<file path="src/rtl/scc_4lc_pkg.sv">
// SCC 4LC code constants, error classification and parity-check columns.
// Codeword layout: [70:64] check bits, [63:0] message.
package scc_4lc_pkg;
  localparam int CW_W  = 71;
  localparam int MSG_W = 64;
  localparam int CHK_W = CW_W - MSG_W;

  typedef enum logic [1:0] {
    ERR_NE   = 2'b00,
    ERR_CE   = 2'b01,
    ERR_DUE  = 2'b10,
    ERR_RSVD = 2'b11
  } err_type_e;

  // Reserved encodings are treated as uncorrectable.
  function automatic logic is_due(err_type_e e);
    return (e == ERR_DUE) || (e == ERR_RSVD);
  endfunction

  // Check bit j owns column 1<<j.
  // Message bit i owns 0x3F when i is 0, otherwise 0x40|i.
  // All 71 columns are distinct and non-zero.
  function automatic logic [CHK_W-1:0] h_col(int i);
    return (i == 0) ? CHK_W'(7'h3F) : CHK_W'(64 + i);
  endfunction
endpackage

</file>
<file path="src/rtl/scc_decode_scheduler_if.sv">
// Request/response bus of the shared decode scheduler.
interface scc_decode_scheduler_if #(
  parameter int NUM_REQ = 4,
  parameter int TAG_W   = 8
);
  import scc_4lc_pkg::*;
  localparam int ID_W = $clog2(NUM_REQ);

  logic [NUM_REQ-1:0]      req_valid;
  logic [NUM_REQ-1:0]      req_ready;
  logic [NUM_REQ*CW_W-1:0] req_codeword;
  logic [NUM_REQ*TAG_W-1:0] req_tag;
  logic                    rsp_valid;
  logic                    rsp_ready;
  logic [ID_W-1:0]         rsp_id;
  logic [TAG_W-1:0]        rsp_tag;
  logic [MSG_W-1:0]        rsp_message;
  logic [1:0]              rsp_error_type;

  modport master (
    output req_valid, req_codeword, req_tag, rsp_ready,
    input  req_ready, rsp_valid, rsp_id, rsp_tag, rsp_message, rsp_error_type
  );
  modport slave (
    input  req_valid, req_codeword, req_tag, rsp_ready,
    output req_ready, rsp_valid, rsp_id, rsp_tag, rsp_message, rsp_error_type
  );
endinterface

</file>
<file path="src/rtl/scc_4lc_decoder.sv">
// Combinational SCC 4LC decoder: syndrome, single-bit correction, error class.
module scc_4lc_decoder
  import scc_4lc_pkg::*;
(
  input  logic [CW_W-1:0]  codeword,
  output logic [MSG_W-1:0] message,
  output err_type_e        error_type
);
  logic [CHK_W-1:0] syndrome;
  logic             hit;

  always_comb begin
    syndrome = codeword[CW_W-1:MSG_W];
    for (int i = 0; i < MSG_W; i++)
      if (codeword[i]) syndrome = syndrome ^ h_col(i);
  end

  // A syndrome that matches no column is an uncorrectable multi-bit error.
  always_comb begin
    message    = codeword[MSG_W-1:0];
    hit        = 1'b0;
    error_type = ERR_DUE;
    for (int i = 0; i < MSG_W; i++)
      if (syndrome == h_col(i)) begin
        message[i] = ~message[i];
        hit        = 1'b1;
      end
    for (int j = 0; j < CHK_W; j++)
      if (syndrome == CHK_W'(1 << j)) hit = 1'b1;
    if (syndrome == '0) error_type = ERR_NE;
    else if (hit)       error_type = ERR_CE;
  end
endmodule

</file>
<file path="src/rtl/scc_rr_arbiter.sv">
// Round-robin arbiter. The search starts one past the last accepted requester.
module scc_rr_arbiter #(
  parameter  int NUM_REQ = 4,
  localparam int ID_W    = $clog2(NUM_REQ)
) (
  input  logic               clk,
  input  logic               rst,
  input  logic [NUM_REQ-1:0] req,
  input  logic               en,
  input  logic               advance,
  output logic [NUM_REQ-1:0] grant,
  output logic [ID_W-1:0]    grant_id
);
  logic [ID_W-1:0] ptr;
  logic [ID_W:0]   idx;
  logic            found;

  always_comb begin
    grant    = '0;
    grant_id = '0;
    found    = 1'b0;
    idx      = '0;
    for (int k = 0; k < NUM_REQ; k++) begin
      idx = {1'b0, ptr} + (ID_W+1)'(k);
      if (idx >= (ID_W+1)'(NUM_REQ)) idx = idx - (ID_W+1)'(NUM_REQ);
      if (en && !found && req[idx[ID_W-1:0]]) begin
        found                 = 1'b1;
        grant[idx[ID_W-1:0]]  = 1'b1;
        grant_id              = idx[ID_W-1:0];
      end
    end
  end

  always_ff @(posedge clk)
    if (rst)          ptr <= '0;
    else if (advance) ptr <= (grant_id == ID_W'(NUM_REQ-1)) ? '0 : grant_id + 1'b1;
endmodule

</file>
<file path="src/rtl/scc_decode_scheduler.sv">
// Shares one SCC 4LC decoder among NUM_REQ requesters through a two-stage
// valid/ready pipeline. Also keeps saturating CE/DUE counters and a sticky DUE flag.
module scc_decode_scheduler
  import scc_4lc_pkg::*;
#(
  parameter int NUM_REQ = 4,
  parameter int TAG_W   = 8,
  parameter int CNT_W   = 16
) (
  input  logic                   clk,
  input  logic                   rst,
  scc_decode_scheduler_if.slave  bus,
  input  logic                   stat_clear,
  output logic [CNT_W-1:0]       ce_count,
  output logic [CNT_W-1:0]       due_count,
  output logic                   due_flag
);
  localparam int ID_W = $clog2(NUM_REQ);

  logic [2:1]         vld_pipe;
  logic [CW_W-1:0]    s1_cw;
  logic [TAG_W-1:0]   s1_tag, s2_tag;
  logic [ID_W-1:0]    s1_id, s2_id;
  logic [MSG_W-1:0]   dec_msg, s2_msg;
  err_type_e          dec_err, s2_err;
  logic [NUM_REQ-1:0] grant;
  logic [ID_W-1:0]    grant_id;
  logic               s1_free, s2_free, req_hs, rsp_hs;

  assign s2_free = !vld_pipe[2] || bus.rsp_ready;
  assign s1_free = !vld_pipe[1] || s2_free;
  assign req_hs  = |grant;  // grant is already qualified by req_valid
  assign rsp_hs  = vld_pipe[2] && bus.rsp_ready;

  assign bus.req_ready      = grant;
  assign bus.rsp_valid      = vld_pipe[2];
  assign bus.rsp_id         = s2_id;
  assign bus.rsp_tag        = s2_tag;
  assign bus.rsp_message    = s2_msg;
  assign bus.rsp_error_type = s2_err;

  scc_rr_arbiter #(.NUM_REQ(NUM_REQ)) u_arb (
    .clk      (clk),
    .rst      (rst),
    .req      (bus.req_valid),
    .en       (s1_free && !rst),
    .advance  (req_hs),
    .grant    (grant),
    .grant_id (grant_id)
  );

  scc_4lc_decoder u_dec (
    .codeword   (s1_cw),
    .message    (dec_msg),
    .error_type (dec_err)
  );

  always_ff @(posedge clk)
    if (rst) begin
      vld_pipe <= '0;
      s1_cw    <= '0;
      s1_tag   <= '0;
      s1_id    <= '0;
      s2_tag   <= '0;
      s2_id    <= '0;
      s2_msg   <= '0;
      s2_err   <= ERR_NE;
    end else begin
      if (s1_free) begin
        vld_pipe[1] <= req_hs;
        if (req_hs) begin
          s1_cw  <= bus.req_codeword[grant_id*CW_W +: CW_W];
          s1_tag <= bus.req_tag[grant_id*TAG_W +: TAG_W];
          s1_id  <= grant_id;
        end
      end
      if (s2_free) begin
        vld_pipe[2] <= vld_pipe[1];
        if (vld_pipe[1]) begin
          s2_tag <= s1_tag;
          s2_id  <= s1_id;
          s2_msg <= dec_msg;
          s2_err <= dec_err;
        end
      end
    end

  // Count on the output handshake so a stalled response is counted once.
  always_ff @(posedge clk)
    if (rst || stat_clear) begin
      ce_count  <= '0;
      due_count <= '0;
      due_flag  <= 1'b0;
    end else if (rsp_hs) begin
      if (s2_err == ERR_CE && ce_count != '1) ce_count <= ce_count + 1'b1;
      if (is_due(s2_err)) begin
        due_flag <= 1'b1;
        if (due_count != '1) due_count <= due_count + 1'b1;
      end
    end
endmodule
</file>
<file path="src/flat_wrapper.sv">
// flat-port wrapper written by rule: the top's interface ports become plain ports
module scc_decode_scheduler_flat import scc_4lc_pkg::*;
#(
  parameter int NUM_REQ = 4,
  parameter int TAG_W   = 8,
  parameter int CNT_W   = 16
)
  (clk, rst, stat_clear, ce_count, due_count, due_flag, bus_req_valid, bus_req_codeword, bus_req_tag, bus_rsp_ready, bus_req_ready, bus_rsp_valid, bus_rsp_id, bus_rsp_tag, bus_rsp_message, bus_rsp_error_type);
  scc_decode_scheduler_if #(.NUM_REQ(NUM_REQ), .TAG_W(TAG_W)) bus_i ();
  input  logic clk;
  input  logic rst;
  input  logic stat_clear;
  output logic [CNT_W-1:0] ce_count;
  output logic [CNT_W-1:0] due_count;
  output logic due_flag;
  input wire logic [$bits(bus_i.req_valid)-1:0] bus_req_valid;
  input wire logic [$bits(bus_i.req_codeword)-1:0] bus_req_codeword;
  input wire logic [$bits(bus_i.req_tag)-1:0] bus_req_tag;
  input wire logic [$bits(bus_i.rsp_ready)-1:0] bus_rsp_ready;
  output wire logic [$bits(bus_i.req_ready)-1:0] bus_req_ready;
  output wire logic [$bits(bus_i.rsp_valid)-1:0] bus_rsp_valid;
  output wire logic [$bits(bus_i.rsp_id)-1:0] bus_rsp_id;
  output wire logic [$bits(bus_i.rsp_tag)-1:0] bus_rsp_tag;
  output wire logic [$bits(bus_i.rsp_message)-1:0] bus_rsp_message;
  output wire logic [$bits(bus_i.rsp_error_type)-1:0] bus_rsp_error_type;
  assign bus_i.req_valid = bus_req_valid;
  assign bus_i.req_codeword = bus_req_codeword;
  assign bus_i.req_tag = bus_req_tag;
  assign bus_i.rsp_ready = bus_rsp_ready;
  assign bus_req_ready = bus_i.req_ready;
  assign bus_rsp_valid = bus_i.rsp_valid;
  assign bus_rsp_id = bus_i.rsp_id;
  assign bus_rsp_tag = bus_i.rsp_tag;
  assign bus_rsp_message = bus_i.rsp_message;
  assign bus_rsp_error_type = bus_i.rsp_error_type;
  scc_decode_scheduler #(.NUM_REQ(NUM_REQ), .TAG_W(TAG_W), .CNT_W(CNT_W)) u_core (.clk(clk), .rst(rst), .bus(bus_i), .stat_clear(stat_clear), .ce_count(ce_count), .due_count(due_count), .due_flag(due_flag));
endmodule
</file>
<file path="config.mk">
export PLATFORM = sky130hd
export DESIGN_NAME = scc_decode_scheduler_flat
export DESIGN_NICKNAME = d
export VERILOG_FILES = /design/src/rtl/scc_4lc_pkg.sv /design/src/rtl/scc_decode_scheduler_if.sv /design/src/rtl/scc_4lc_decoder.sv /design/src/rtl/scc_rr_arbiter.sv /design/src/rtl/scc_decode_scheduler.sv /design/src/flat_wrapper.sv
export SDC_FILE = /design/constraint.sdc
export NUM_CORES = 1
export LEC_CHECK = 0
export BUFFER_PORTS_ARGS = -buffer_cell sky130_fd_sc_hd__buf_2
export CORE_MARGIN = 2
export CORE_UTILIZATION = 30
export CTS_CLUSTER_DIAMETER = 30
export CTS_CLUSTER_SIZE = 28
export DETAILED_ROUTE_END_ITERATION = 10
export GPL_TIMING_DRIVEN = 0
export PLACE_DENSITY = 0.52
export SLEW_MARGIN = 20
export SYNTH_ARGS = -nofsm -noshare
export SYNTH_HDL_FRONTEND = slang
export SYNTH_SLANG_ARGS = --single-unit
</file>
<file path="constraint.sdc">
create_clock -name clk -period 3.9 [get_ports clk]
set_input_delay 0.195 -clock clk [delete_from_list [all_inputs] [get_ports clk]]
set_output_delay 0.195 -clock clk [all_outputs]
set_load 0.05 [all_outputs]
</file>
==> summary.md <==
| Metric | Value |
|---|---|
| Number of global-route vias before repair | `13600` |
| Outcome | `complete, no violations` |
| Setup crit start kind | `flip-flop` |
| Worst Path Arrival | `4.14 ns` |
| Initial Util | `30.6%` |
| Placed cells | `2563` |
| Most frequent cells in the layout | `445 x buf_2, 218 x nor2_1, 213 x nand2_1, 165 x dfxtp_1, 135 x a211oi_1` |
| WHS | `0.128 ns` |
| Number of synthesized register bits | `194` |
| Post-Route WL | `56000 um` |
| Period minus WS final | `3.82 ns` |
| Worst skew pair latency | `0.46 ns` |
| Core Region | `41000 um2` |
| Final core utilization | `41.4%` |
| Die width | `208 um` |
| # setup viols final | `0` |
| Post-synth EDFFs | `0` |
| Critical Path End Type | `flip-flop` |
| Final nets | `2408` |
| Row count | `74` |
| Non-Filler Instances | `2622` |
| H-tree depth | `4` |
| Die H | `208 um` |
| Clock Skews | `0.0126 ns` |
| Hold Fails Final Rpt | `0` |
| Data required time of the worst path | `4.23 ns` |
| Kind of critical path | `reg2reg` |
| Post-DR wirelength/cell | `21.4 um` |
| Async SR Flop Fraction | `0%` |
| CTS clock-pin slew for the worst setup and hold paths | `0.08 ns` |
| Cell count after synthesis | `1594` |
| Main flop type after synthesis | `dfxtp_1` |
| Root buf cell | `clkbuf_16` |
| Area Overhead vs Synth | `35.5%` |
| Drt pass-1 iters | `5` |
| FILL cells | `4311` |
| Storage cell area | `3940 um2` |
| Die area | `43500 um2` |
| DP HPWL | `46200 um` |
| RSZ-0062 raised after global routing | `yes` |
| Detailed router's first-iteration violation count | `871` |
| Seq/Total Area, Yosys | `31.0%` |
| Worst slew margin | `43.9%` |
| Vias per cell | `5.24` |
| Slew @ Worst Pin | `0.842 ns` |
| Antenna violations before repair | `1` |
| Max Transition Viols Final | `0` |
| Mapped Avg Cell Area | `7.87 um2` |
| Fin crit share | `97.8%` |
| CP max FO | `10` |
| Clock sinks | `194` |
| Total gr overflow | `0` |
| Layout cells sized above 1 | `33.3%` |
| Global-route usage over all layers | `25.0%` |
| Antenna Nets Post-Route | `0` |
| Area of the mapped netlist | `12500 um2` |
| CTS Buffer Depth | `2` |
| Synth warn | `0` |
| Highest Clock Rate | `0.262 GHz` |
| IO buf count | `437` |
| Multi-input gate area | `8710 um2` |
| Most common cell after layout, fill and taps aside | `buf_2` |
| GPL Wtd Cong | `0.905` |
| Netlist cell types | `62` |
| I/O pin count | `438` |
| First-pass GRT wire length | `82800 um` |
| TritonCTS clock tree | `built` |
| Net Count, Synth | `1926` |
| Largest net degree at the start of global routing | `21` |
| Hold WC Path Type | `in2reg` |
| Max Cap Violations | `0` |
| Vias | `13800` |
| Num CTS Buffers | `17` |
| DR DRC count | `0` |
synthesized netlist by cell type (24+ instances only):
master / n / share of area [%]
a211oi_1: 141 / 8.4
a21oi_1: 108 / 4.3
a311oi_1: 86 / 6.0
and2_1: 78 / 3.9
clkbuf_1: 114 / 3.4
dfxtp_1: 194 / 31
nand2_1: 219 / 6.6
nor2_1: 220 / 6.6
nor3_1: 38 / 1.5
xnor2_1: 143 / 10
xnor3_1: 24 / 4.3
xor2_1: 38 / 2.7
sequential cells by signal, indices dropped and copies added (netlist names), named ones only:
register and count:
u_core.s1_cw 71, u_core.s1_tag 8, u_core.s1_id 2, u_core.bus.rsp_error_type 2, u_core.bus.rsp_id 2, u_core.ce_count 16
u_core.u_arb.ptr 1, u_core.due_count 16, u_core.bus.rsp_tag 8, u_core.vld_pipe 2, u_core.bus.rsp_message 64, u_core.due_flag 1
through the flow:
stage / worst slack [ns] / instance area [um2] / setup TNS (ns)
after floorplan: 0.0568 / 12600 / 0
after detailed placement: -1.59 / 15400 / -115.36
final: 0.0850 / 17000 / 0
after CTS: 0.00700 / 16700 / 0
after global routing: -0.0225 / 17000 / -0.218
after global placement: -1.56 / 15400 / -113.78
layer usage:
metal / share of wire, % / vias to the layer above / global-route usage (%) / wire [um]
met5: 0 / - / 0 / 0
met4: 2.3 / 0 / 6.95 / 1280
met3: 6.0 / 74 / 4.24 / 3350
met2: 48 / 476 / 42.6 / 26900
met1: 44 / 6599 / 32.5 / 24500
li1: - / 6603 / - / -
worst max-delay path, stage by stage, from the launching register on:
cell       delay, ns
dfxtp_2         0.45
xnor3_1         0.47
xor2_2          0.19
xnor2_2         0.23
xnor3_2         0.40
buf_6           0.16
nand3_1         0.10
nand2_2         0.11
a22oi_2         0.26
buf_6           0.19
o22ai_1         0.09
a2111oi_2       0.39
nand4_1         0.20
nor4_4          0.31
o31ai_1         0.12
layout make-up:
type	instances	area share, %
flip-flops and latches	194	23.2
well taps	532	3.92
diodes	1	0.0147
multi-input cells	1262	51.3
clock buffers	18	2.59
repair buffers	466	14.2
clock inverters	14	0.921
plain buffers	128	3.79
inverters	7	0.177
kinds of logic (layout without fill, tap and decap cells):
| kind of cell | count (synthesis) | count (layout) | synth area share [%] |
|---|---|---|---|
| AND/OR/NAND/NOR | 646 | 646 | 23.4 |
| flip-flops | 194 | 194 | 31.0 |
| AO/OA/AOI/OAI | 389 | 389 | 21.9 |
| XOR/XNOR | 208 | 208 | 17.5 |
| multiplexers | 11 | 11 | 0.998 |
| other | 0 | 1 | 0 |
| buffers and inverters | 138 | 633 | 4.43 |
| adder cells (fa/ha/maj) | 8 | 8 | 0.798 |
path summary, 6_finish.rpt:
check	startpoint	end	slack (ns)	cells past startpoint
hold / removal	bus_rsp_ready	u_core.vld_pipe[1]	0.13	4
hold reg to reg	u_core.bus.rsp_tag[1]	u_core.bus.rsp_tag[1]	0.45	2
setup reg to reg	u_core.s1_cw[10]	u_core.bus.rsp_error_type[0]	0.08	14
setup / recovery	u_core.s1_cw[10]	u_core.bus.rsp_error_type[0]	0.08	14
what timing repair did:
| action | 4_1_cts | 5_1_grt |
|---|---|---|
| hold buffers | 0 | 0 |
| pin swaps | 20 | 12 |
| setup buffers | 20 | 9 |
| resized for setup | 145 | 58 |
| cloned | 0 | 0 |
| endpoints found under the setup margin | 154 | 101 |
Power is left out: the tool's default activity adds up to more than one toggle a clock period on the data nets, which glitch-free logic cannot reach.
